<file path="config.mk">
export PLATFORM = sky130hd
export DESIGN_NAME = exc_request_ctrl_flat
export DESIGN_NICKNAME = d
export VERILOG_FILES = /design/src/rtl/exc_request_ctrl_if.sv /design/src/rtl/exc_request_ctrl.sv /design/src/flat_wrapper.sv
export SDC_FILE = /design/constraint.sdc
export NUM_CORES = 1
export LEC_CHECK = 0
export ABC_AREA = 0
export BUFFER_PORTS_ARGS = -buffer_cell sky130_fd_sc_hd__buf_4
export CAP_MARGIN = 5
export CORE_ASPECT_RATIO = 0.9
export CORE_MARGIN = 3
export CORE_UTILIZATION = 30
export CTS_CLUSTER_DIAMETER = 80
export CTS_CLUSTER_SIZE = 14
export DETAILED_ROUTE_END_ITERATION = 10
export SLEW_MARGIN = 10
export SYNTH_ARGS = -nofsm -noshare
export SYNTH_HDL_FRONTEND = slang
export SYNTH_SLANG_ARGS = --single-unit
</file>
<file path="constraint.sdc">
create_clock -name clk -period 2.1 [get_ports clk]
set_clock_uncertainty 0.05 [all_clocks]
set_input_delay 0.21 -clock clk [delete_from_list [all_inputs] [get_ports clk]]
set_output_delay 0.21 -clock clk [all_outputs]
set_load 0.03 [all_outputs]
</file>
<file path="src/rtl/exc_request_ctrl_if.sv">
// Exception handshake between the request controller (master) and the
// datapath (slave): request + cause out, acknowledge + ERET back.
interface exc_request_ctrl_if;
  logic       Exc;
  logic [3:0] EStatus;
  logic       in_handler;
  logic       ExcAck;
  logic       ERet;

  modport master (output Exc, EStatus, in_handler, input ExcAck, ERet);
  modport slave  (input Exc, EStatus, in_handler, output ExcAck, ERet);
endinterface

</file>
<file path="src/rtl/exc_request_ctrl.sv">
// Exception request controller for the single-cycle LEGv8 datapath: latches
// mis/inv/irq causes, raises Exc with a prioritised EStatus, waits for ExcAck,
// then masks requests until ERET. Define EXC_TIMEOUT_EN for the ack timeout.
module exc_request_ctrl #(
  parameter int IRQ_SYNC_STAGES = 2,
  parameter int ACK_TIMEOUT     = 16
) (
  input  logic       clk,
  input  logic       reset,
  input  logic       irq,
  input  logic       inv_opcode,
  input  logic       dm_access,
  input  logic [2:0] dm_addr_lo,
`ifdef EXC_TIMEOUT_EN
  output logic       timeout_err,
`endif
  exc_request_ctrl_if.master ex
);

  if (IRQ_SYNC_STAGES < 2) begin : g_bad_sync
    $error("IRQ_SYNC_STAGES must be at least 2");
  end
  if (ACK_TIMEOUT < 1) begin : g_bad_timeout
    $error("ACK_TIMEOUT must be at least 1");
  end

  typedef enum logic [1:0] {IDLE, REQ, HANDLER} state_t;

  state_t                     state, state_nxt;
  logic [IRQ_SYNC_STAGES-1:0] sync;
  // pending/source bit order: [2]=mis, [1]=inv, [0]=irq, so code = index+1
  logic [2:0]                 pend, pend_nxt, src, clr;
  logic [3:0]                 est, est_nxt;
  logic                       exc_q, hnd_q;

`ifdef EXC_TIMEOUT_EN
  localparam int CW = $clog2(ACK_TIMEOUT + 1);
  logic [CW-1:0] cnt, cnt_nxt;
  logic          terr, terr_nxt;
`endif

  function automatic logic [3:0] prio(input logic [2:0] p);
    if (p[2])      return 4'b0011;
    else if (p[1]) return 4'b0010;
    else if (p[0]) return 4'b0001;
    else           return 4'b0000;
  endfunction

  function automatic logic [2:0] code_bit(input logic [3:0] code);
    case (code)
      4'b0011: return 3'b100;
      4'b0010: return 3'b010;
      4'b0001: return 3'b001;
      default: return 3'b000;
    endcase
  endfunction

  always_ff @(posedge clk or negedge reset) begin
    if (!reset) sync <= '0;
    else        sync <= {sync[IRQ_SYNC_STAGES-2:0], irq};
  end

  // IDLE looks at pend|src so a cause detected on this edge requests at once
  always_comb begin
    src       = {dm_access && (dm_addr_lo != 3'b000), inv_opcode, sync[IRQ_SYNC_STAGES-1]};
    clr       = 3'b000;
    state_nxt = state;
    est_nxt   = est;
`ifdef EXC_TIMEOUT_EN
    terr_nxt  = terr;
`endif
    case (state)
      IDLE: begin
        if (|(pend | src)) begin
          state_nxt = REQ;
          est_nxt   = prio(pend | src);
        end
      end
      REQ: begin
        if (ex.ExcAck) begin
          clr       = code_bit(est);
          state_nxt = HANDLER;
        end
`ifdef EXC_TIMEOUT_EN
        else if (cnt == CW'(ACK_TIMEOUT - 1)) begin
          clr       = code_bit(est);
          state_nxt = IDLE;
          terr_nxt  = 1'b1;
        end
`endif
      end
      HANDLER: begin
        if (ex.ERet) state_nxt = IDLE;
      end
      default: state_nxt = IDLE;
    endcase
    // a source firing on the clearing edge keeps its bit
    pend_nxt = (pend & ~clr) | src;
`ifdef EXC_TIMEOUT_EN
    cnt_nxt  = (state == REQ) ? cnt + 1'b1 : '0;
`endif
  end

  always_ff @(posedge clk or negedge reset) begin
    if (!reset) begin
      state <= IDLE;
      pend  <= '0;
      est   <= '0;
      exc_q <= 1'b0;
      hnd_q <= 1'b0;
    end else begin
      state <= state_nxt;
      pend  <= pend_nxt;
      est   <= est_nxt;
      exc_q <= (state_nxt == REQ);
      hnd_q <= (state_nxt == HANDLER);
    end
  end

`ifdef EXC_TIMEOUT_EN
  always_ff @(posedge clk or negedge reset) begin
    if (!reset) begin
      cnt  <= '0;
      terr <= 1'b0;
    end else begin
      cnt  <= cnt_nxt;
      terr <= terr_nxt;
    end
  end
  assign timeout_err = terr;
`endif

  assign ex.Exc        = exc_q;
  assign ex.EStatus    = est;
  assign ex.in_handler = hnd_q;

endmodule

</file>
<file path="src/flat_wrapper.sv">
// flat-port wrapper written by rule: the top's interface ports become plain ports
module exc_request_ctrl_flat 
#(
  parameter int IRQ_SYNC_STAGES = 2,
  parameter int ACK_TIMEOUT     = 16
)
  (clk, reset, irq, inv_opcode, dm_access, dm_addr_lo, ex_Exc, ex_EStatus, ex_in_handler, ex_ExcAck, ex_ERet);
  exc_request_ctrl_if ex_i ();
  input  logic clk;
  input  logic reset;
  input  logic irq;
  input  logic inv_opcode;
  input  logic dm_access;
  input  logic [2:0] dm_addr_lo;
  output wire logic [$bits(ex_i.Exc)-1:0] ex_Exc;
  output wire logic [$bits(ex_i.EStatus)-1:0] ex_EStatus;
  output wire logic [$bits(ex_i.in_handler)-1:0] ex_in_handler;
  input wire logic [$bits(ex_i.ExcAck)-1:0] ex_ExcAck;
  input wire logic [$bits(ex_i.ERet)-1:0] ex_ERet;
  assign ex_Exc = ex_i.Exc;
  assign ex_EStatus = ex_i.EStatus;
  assign ex_in_handler = ex_i.in_handler;
  assign ex_i.ExcAck = ex_ExcAck;
  assign ex_i.ERet = ex_ERet;
  exc_request_ctrl #(.IRQ_SYNC_STAGES(IRQ_SYNC_STAGES), .ACK_TIMEOUT(ACK_TIMEOUT)) u_core (.clk(clk), .reset(reset), .irq(irq), .inv_opcode(inv_opcode), .dm_access(dm_access), .dm_addr_lo(dm_addr_lo), .ex(ex_i));
endmodule
</file>
== After elaboration in Yosys (flattened, before gate mapping) ==
Cells that the tools add are included.
Cells by class
  equality and inequality tests: 7
  multiplexer cells: 10
  bitwise operators: 4
  reductions and logical operators: 5
Operators by type and width (count)
  $pmux 3 s3: 1
  $eq 4x2->1 const B: 2
  $mux 4: 2
  $mux 2: 3
  $mux 3: 2
  $or 3x3->3: 2
  $pmux 2 s3: 1
  $eq 2x1->1 const B: 2
  $eq 2x2->1 const B: 2
  $eq 4x1->1 const B: 1
  $and 3x3->3: 1
  $not 3->3: 1
  $reduce_bool 3->1: 1
  $reduce_or 3->1: 1
  $logic_not 2->1: 1
  $reduce_and 2->1: 1
  $logic_and 1x1->1: 1
  $mux 1: 1
Storage, ports and cells
  register bits: 13
  input port bits: 10
  output and inout port bits: 6
  logic and storage cells: 32

== Depth between registers and ports, before layout ==
Gate-level depths: netlist of the first run.
  depth after elaboration: 7
  gate-level depth with buffers: 3
  depth with buffers taken out: 3

== Worst setup path after synthesis of the first run ==
No wires, ideal clock.
  kind: reg2reg
  from: register u_core.est[0] (netlist: u_core.ex.EStatus[0])
  to: register u_core.pend[0]
  setup time: 0.118 ns
  arrival time: 1.105 ns
  data required time: 1.932 ns
  slack: 0.827 ns
  stages on the path, launching flop included: 4
  path buffers: 0
  path through: dfrtp_1 -> inv_1 -> or3_1 -> a21o_1
On the way
  longest elaborated chain between the ends: 7
  elaborated cells on any way between the ends: 9
  classes of those cells: 3 x eq/ne; 3 x mux; 3 x bitwise
RTL lines
  start, declared: RTL line exc_request_ctrl.sv:33  | logic [3:0] est, est_nxt;
  start signal, assigned: RTL line exc_request_ctrl.sv:114  | est <= est_nxt;
  $eq 4x1->1 or $eq 4x2->1 (tied branches): RTL line exc_request_ctrl.sv:50  | case (code)
  $pmux 3 s3 (*): RTL line exc_request_ctrl.sv:50
  $mux 3 (*): RTL line exc_request_ctrl.sv:80  | if (ex.ExcAck) begin
  $mux 3 (*): RTL line exc_request_ctrl.sv:72  | case (state)
  $not 3->3 (*): RTL line exc_request_ctrl.sv:98  | pend_nxt = (pend & ~clr) | src;
  $and 3x3->3 (*): RTL line exc_request_ctrl.sv:98
  $or 3x3->3 (*): RTL line exc_request_ctrl.sv:98
  net u_core.pend_nxt[0]: RTL line exc_request_ctrl.sv:32  | logic [2:0] pend, pend_nxt, src, clr;
  end signal, assigned: RTL line exc_request_ctrl.sv:113  | pend <= pend_nxt;
  end, declared: RTL line exc_request_ctrl.sv:32
The timed path passes the listed nets; every way through them passes the cells marked *.
A chain may end at the register's enable or synchronous reset.

== Worst setup path in the final report of the first run ==
  from: register u_core.state[1]
  to: register u_core.pend[0]
On the way
  longest elaborated chain between the ends: 5
RTL lines
  start, declared: RTL line exc_request_ctrl.sv:29  | state_t state, state_nxt;
  start signal, assigned: RTL line exc_request_ctrl.sv:112  | state <= state_nxt;
  $eq 2x1->1: RTL line exc_request_ctrl.sv:72
  $mux 3: RTL line exc_request_ctrl.sv:72
  $not 3->3: RTL line exc_request_ctrl.sv:98
  $and 3x3->3: RTL line exc_request_ctrl.sv:98
  $or 3x3->3: RTL line exc_request_ctrl.sv:98
  net u_core.pend_nxt[0]: RTL line exc_request_ctrl.sv:32
The timed path passes the listed nets, and every way through them passes these cells.

==> impl_metrics.yaml, run 1 <==
clock_network:
  clk_latency_ns: 0.27
  clkTransAtPathRegs_ns: 0.07
  cts.sinks: 11
  cts_root_buf: "clkbuf_4"
  postCtsHoldBufs: 2
  cts_htree_levels: 1
  cts_tree: "built"
  post_cts_resized: 0
  post_cts_buffers: 0
  numCtsBuffers: 3
  clockBufferDepth: 2
power_and_ir_drop:
  p_int_w: 0.000473
  leakage_nw: 0.257
  p_total_w: 0.000760
  sw_frac_of_total_pct: 37.8
  powerDensity_nw_per_um2: 1250
  power.share.clock_pct: 18.5
  p_switching_w: 0.000288
  vdd_drop_max_v: 0.000642
  p_comb_share_pct: 36.0
  pwr-share-seq_pct: 45.5
yosys:
  syn-cell-area_sq_um: 458
  synth_cell_type_count: 20
  ys_warn_count: 0
  syn_avg_cell_area_sq_um: 11.4
  synthCells: 40
  ys_ff_latch: 11
  synth_seq_area_share_pct: 60.1
final_layout:
  fin_area_sq_um: 608
  final_cell_mix: "buf_4, dfrtp_1, o21ai_0"
  final_common_cell: "buf_4"
  diodes: 0
  fin_cells: 72
  fin_nets: 69
  area_growth_pct: 32.8
  drive_gt1_share_pct: 29.3
drt:
  wirelength_microns: 870
  firstDrtPassIters: 4
  drcViolationCount: 0
  routed-via-count: 358
  wire_per_inst_microns: 12.1
  initialDrtViolationCount: 8
  antenna_left: 0
  vias_per_cell: 4.97
sta:
  min_period_ns: 1.32
  setup_viol: 0
  setup_slack_ns: 0.779
  hold_violations: 0
  drv_slew: 0
  rsz0062_at_grt: "false"
  fin_crit_sh_pct: 62.9
  setup_tns_ns: 0
  fmax_mhz: 757
critical_path:
  critPathKind: "reg -> reg"
  worstPathMaxFanout: 7
  worstPathRequired_ns: 2.20
  critPathCaptureType: "flop"
  start_kind: "flop"
  cp_data_arrival_time_ns: 1.42
floorplanning:
  fp.dieW_microns: 47.2
  initial_core_util_pct: 34.3
  die_area_sq_um: 2030
  ios: 16
  fp.dieH_microns: 43.1
  row_count: 12
  core_sq_um: 1340
placement:
  dp_hpwl_microns: 660
  port_buffers: 13
  dpl_worst_slack_ns: 0.809
  gp_congestion: 0.714
  dpl_cell_area_sq_um: 562
  place_inst: 66
global_routing:
  antenna_found_initial: 0
  first_global_vias: 297
  grt_pass1_wl_mm: 1.34
  track_usage_pct: 9.79
  grt_max_degree: 12
  grt.overflow.total: 0
run:
  max-cap-violations: 0
min_path:
  min_path_type: "in -> reg"
outcome:
  status: "finished, final reports clean"
==> power by group through the flow <==
stage | combinational (W) | clock (W) | sequential [W]
after floorplan | 0.000109 | 0 | 0.000408
after global placement | 0.000276 | 0 | 0.000351
after detailed placement | 0.000274 | 0 | 0.000349
after CTS | 0.000278 | 0.000146 | 0.000345
after global routing | 0.000303 | 0.000155 | 0.000358
final | 0.000274 | 0.000141 | 0.000346
==> through the flow <==
step	hold slack, ns	util (%)
after CTS	0.0701	45.5
after detailed placement	0.000522	42.0
after floorplan	-0.136	-
after global placement	-0.00273	42.0
final	0.0751	45.5
after global routing	0.0832	45.5
==> synthesized netlist by cell type <==
cell type   n  area, sq um
dfrtp_1    11          275
o21ai_0     5         25.0
nand2b_1    3         18.8
nor2_1      3         11.3
a221oi_1    2         17.5
buf_4       2         15.0
a21o_1      1         7.51
a21oi_1     1         5.00
conb_1      1         3.75
inv_1       1         3.75
nand3b_1    1         7.51
nand4b_1    1         8.76
nor3_1      1         5.00
nor4_1      1         6.26
nor4_2      1         12.5
o21ai_1     1         5.00
o31a_1      1         8.76
o41ai_1     1         8.76
or2_1       1         6.26
or3_1       1         6.26
==> worst max-delay path, stage by stage (launching register included) <==
cell and delay, ns:
dfrtp_1 0.44, nand3b_1 0.22, or3_1 0.32, a21o_1 0.18
==> cell families (layout without fill, tap and decap cells) <==
| family | Yosys count | count (layout) | share of synthesized area (%) |
|---|---|---|---|
| and+or+nand+nor | 13 | 13 | 18.0 |
| AOI/OAI and AO/OA | 12 | 12 | 16.9 |
| DFF | 11 | 11 | 60.1 |
| other | 1 | 2 | 0.819 |
| buffers and inverters | 3 | 20 | 4.10 |
==> area by class of cell <==
| type | instances | area, sq um |
|---|---|---|
| Timing Repair Buffer | 15 | 118 |
| Multi-Input combinational cell | 27 | 168 |
| Inverter | 1 | 3.75 |
| Fill cell | 122 | 728 |
| Sequential cell | 11 | 275 |
| Tap cell | 14 | 17.5 |
| Clock buffer | 4 | 26.3 |
==> sequential cells by signal (all words and copies together), names as in the netlist <==
signal / cells
u_core.ex.Exc: 1
u_core.ex.EStatus: 2
u_core.sync: 2
u_core.ex.in_handler: 1
u_core.state: 2
u_core.pend: 3
==> worst paths after layout <==
check	start	end	slack, ns	depth (start not counted)
hold reg to reg	u_core.sync[0]	u_core.sync[1]	0.30	0
hold / removal	ex_ERet	u_core.ex.in_handler	0.08	2
min in group asynchronous	reset	u_core.state[1]	0.25	2
max in group asynchronous	reset	u_core.pend[0]	1.59	2
setup reg to reg	u_core.state[1]	u_core.pend[0]	0.78	3
setup / recovery	u_core.state[1]	u_core.pend[0]	0.78	3
==> layer usage <==
metal  track usage [%]  vias to the layer above  routed length, microns
met1              13.5                      166                     401
met4              4.97                        0                      12
met2              11.4                       10                     396
met5                 0                        -                       0
met3              6.36                        2                      58
li1                  -                      180                       -
No activity file was read; power rests on OpenSTA's default activity.
==> run 2, diff against run 1 <==
- clock period: 2.1 -> 1.3 ns (I/O delays scaled with it)
==> run 2 against run 1 <==
Net effect: sequential power rose by 57%; combinational power is 76% higher; clock power is 57% higher; first-iteration DRC count is 63% lower; fmax increased by 7.4%; routed wire length is 3.3% lower; register-to-register slack worse by 0.71 ns; hold slack got worse by 0.070 ns; highest routed layer unchanged.
==> impl_metrics.yaml, run 2 (synthesized netlist as in run 1, its figures left out) <==
sta:
  fmax_mhz: 813
  setup_tns_ns: 0
  fin_crit_sh_pct: 94.6
  min_period_ns: 1.23
  rsz0062_at_grt: "false"
  hold_violations: 0
  drv_slew: 0
  setup_viol: 0
clock_network:
  cts_tree: "built"
  clk_latency_ns: 0.27
  cts_htree_levels: 1
  post_cts_resized: 0
  cts_root_buf: "clkbuf_4"
  numCtsBuffers: 3
  clkTransAtPathRegs_ns: 0.07
  cts.sinks: 11
  clockBufferDepth: 2
drt:
  antenna_left: 0
  wirelength_microns: 841
  wire_per_inst_microns: 11.5
  firstDrtPassIters: 4
  initialDrtViolationCount: 3
  drcViolationCount: 0
  vias_per_cell: 5.07
  routed-via-count: 370
critical_path:
  reg2reg_from: "u_core.state[0]"
  start_kind: "flop"
  worstReg2RegEnd: "u_core.pend[0]"
  cp-startpoint: "u_core.state[0]"
  crit_end: "u_core.pend[0]"
  critPathKind: "reg -> reg"
  reg2regPathDepth: 3
  reg2reg_slack_ns: 0.07
  cp_data_arrival_time_ns: 1.34
  worstPathRequired_ns: 1.41
  worstPathMaxFanout: 8
  critPathCaptureType: "flop"
final_layout:
  final_common_cell: "buf_4"
  drive_gt1_share_pct: 32.2
  fin_nets: 70
  area_growth_pct: 34.7
  diodes: 0
  largest_reg_flops: 3
  top_register: "u_core.pend"
  fin_cells: 73
  final_core_util_pct: 46.2
  final_cell_mix: "buf_4, dfrtp_1, o21ai_0"
min_path:
  min_path_type: "in -> reg"
power_and_ir_drop:
  p_comb_share_pct: 38.7
  powerDensity_nw_per_um2: 2020
  leakage_nw: 0.265
  power.share.clock_pct: 17.9
  p_int_w: 0.000776
  sw_frac_of_total_pct: 37.7
  vdd_drop_max_v: 0.000769
  pwr-share-seq_pct: 43.5
  p_switching_w: 0.000469
global_routing:
  grt_max_degree: 12
  grt_use_met2_pct: 14.4
  gr-usage-met3_pct: 6.36
  antenna_found_initial: 0
  grt_pass1_wl_mm: 1.39
  first_global_vias: 329
  track_usage_pct: 10.3
  use_met1_pct: 11.2
  grt.overflow.total: 0
  busiest_layer: "met2"
floorplanning:
  initial_core_util_pct: 34.3
  fp.dieH_microns: 43.1
  row_count: 12
  ios: 16
  core_sq_um: 1340
  fp.dieW_microns: 47.2
  die_area_sq_um: 2030
outcome:
  status: "finished, final reports clean"
run:
  max-cap-violations: 0
placement:
  port_buffers: 13
  place_inst: 67
  gp_congestion: 0.706
-- run 2: per-stage QoR --
stage | hold slack, ns | worst slack (ns) | area (sq um) | total power (W)
2_1_floorplan | -0.216 | 0.0273 | 462 | 0.000835
3_3_place_gp | -0.0818 | 0.112 | 569 | 0.00103
3_5_place_dp | -0.0840 | 0.0876 | 569 | 0.00103
4_1_cts | 0.00370 | 0.0704 | 617 | 0.00126
5_1_grt | 0.0115 | 0.0226 | 617 | 0.00134
6_report | 0.00557 | 0.0703 | 617 | 0.00125
-- run 2: area by class of cell --
cell class | instances | area (sq um)
clock inverters | 1 | 5.00
fillers | 125 | 719
clock buffers | 3 | 22.5
inverters | 1 | 3.75
well taps | 14 | 17.5
flip-flops and latches | 11 | 275
multi-input cells | 27 | 168
repair buffers | 16 | 125
-- run 2: power by group through the flow --
stage	combinational [W]	clock [W]	sequential [W]
after global routing	0.000528	0.000248	0.000560
after floorplan	0.000176	0	0.000659
after global placement	0.000478	0	0.000548
final	0.000481	0.000222	0.000542
after detailed placement	0.000480	0	0.000549
after CTS	0.000486	0.000230	0.000542
-- run 2: worst max-delay path, stage by stage (launching register included) --
cell	delay [ns]
dfrtp_1	0.44
nand3b_1	0.13
or3_1	0.32
a21o_1	0.18
-- run 2: how the worst min path moves through the flow --
stage | start | to | slack, ns | depth (start not counted)
finish | ex_ERet | u_core.ex.in_handler | 0.006 | 2
floorplan | reset | u_core.ex.EStatus[0] | -0.22 | 0
global route | ex_ERet | u_core.ex.in_handler | 0.01 | 2
detailed placement | reset | u_core.pend[0] | -0.08 | 1
CTS | ex_ERet | u_core.ex.in_handler | 0.004 | 2
global placement | reset | u_core.pend[0] | -0.08 | 1
-- run 2: repair_timing --
item,4_1_cts,5_1_grt
hold buffers,2,0
setup buffers,0,0
hold endpoints to repair,12,0
-- run 2: metal layers --
metal | part of all wire, % | vias to the layer above
met1 | 42 | 173
li1 | - | 181
met4 | 2.6 | 0
met3 | 8.9 | 4
met5 | 0 | -
met2 | 46 | 12
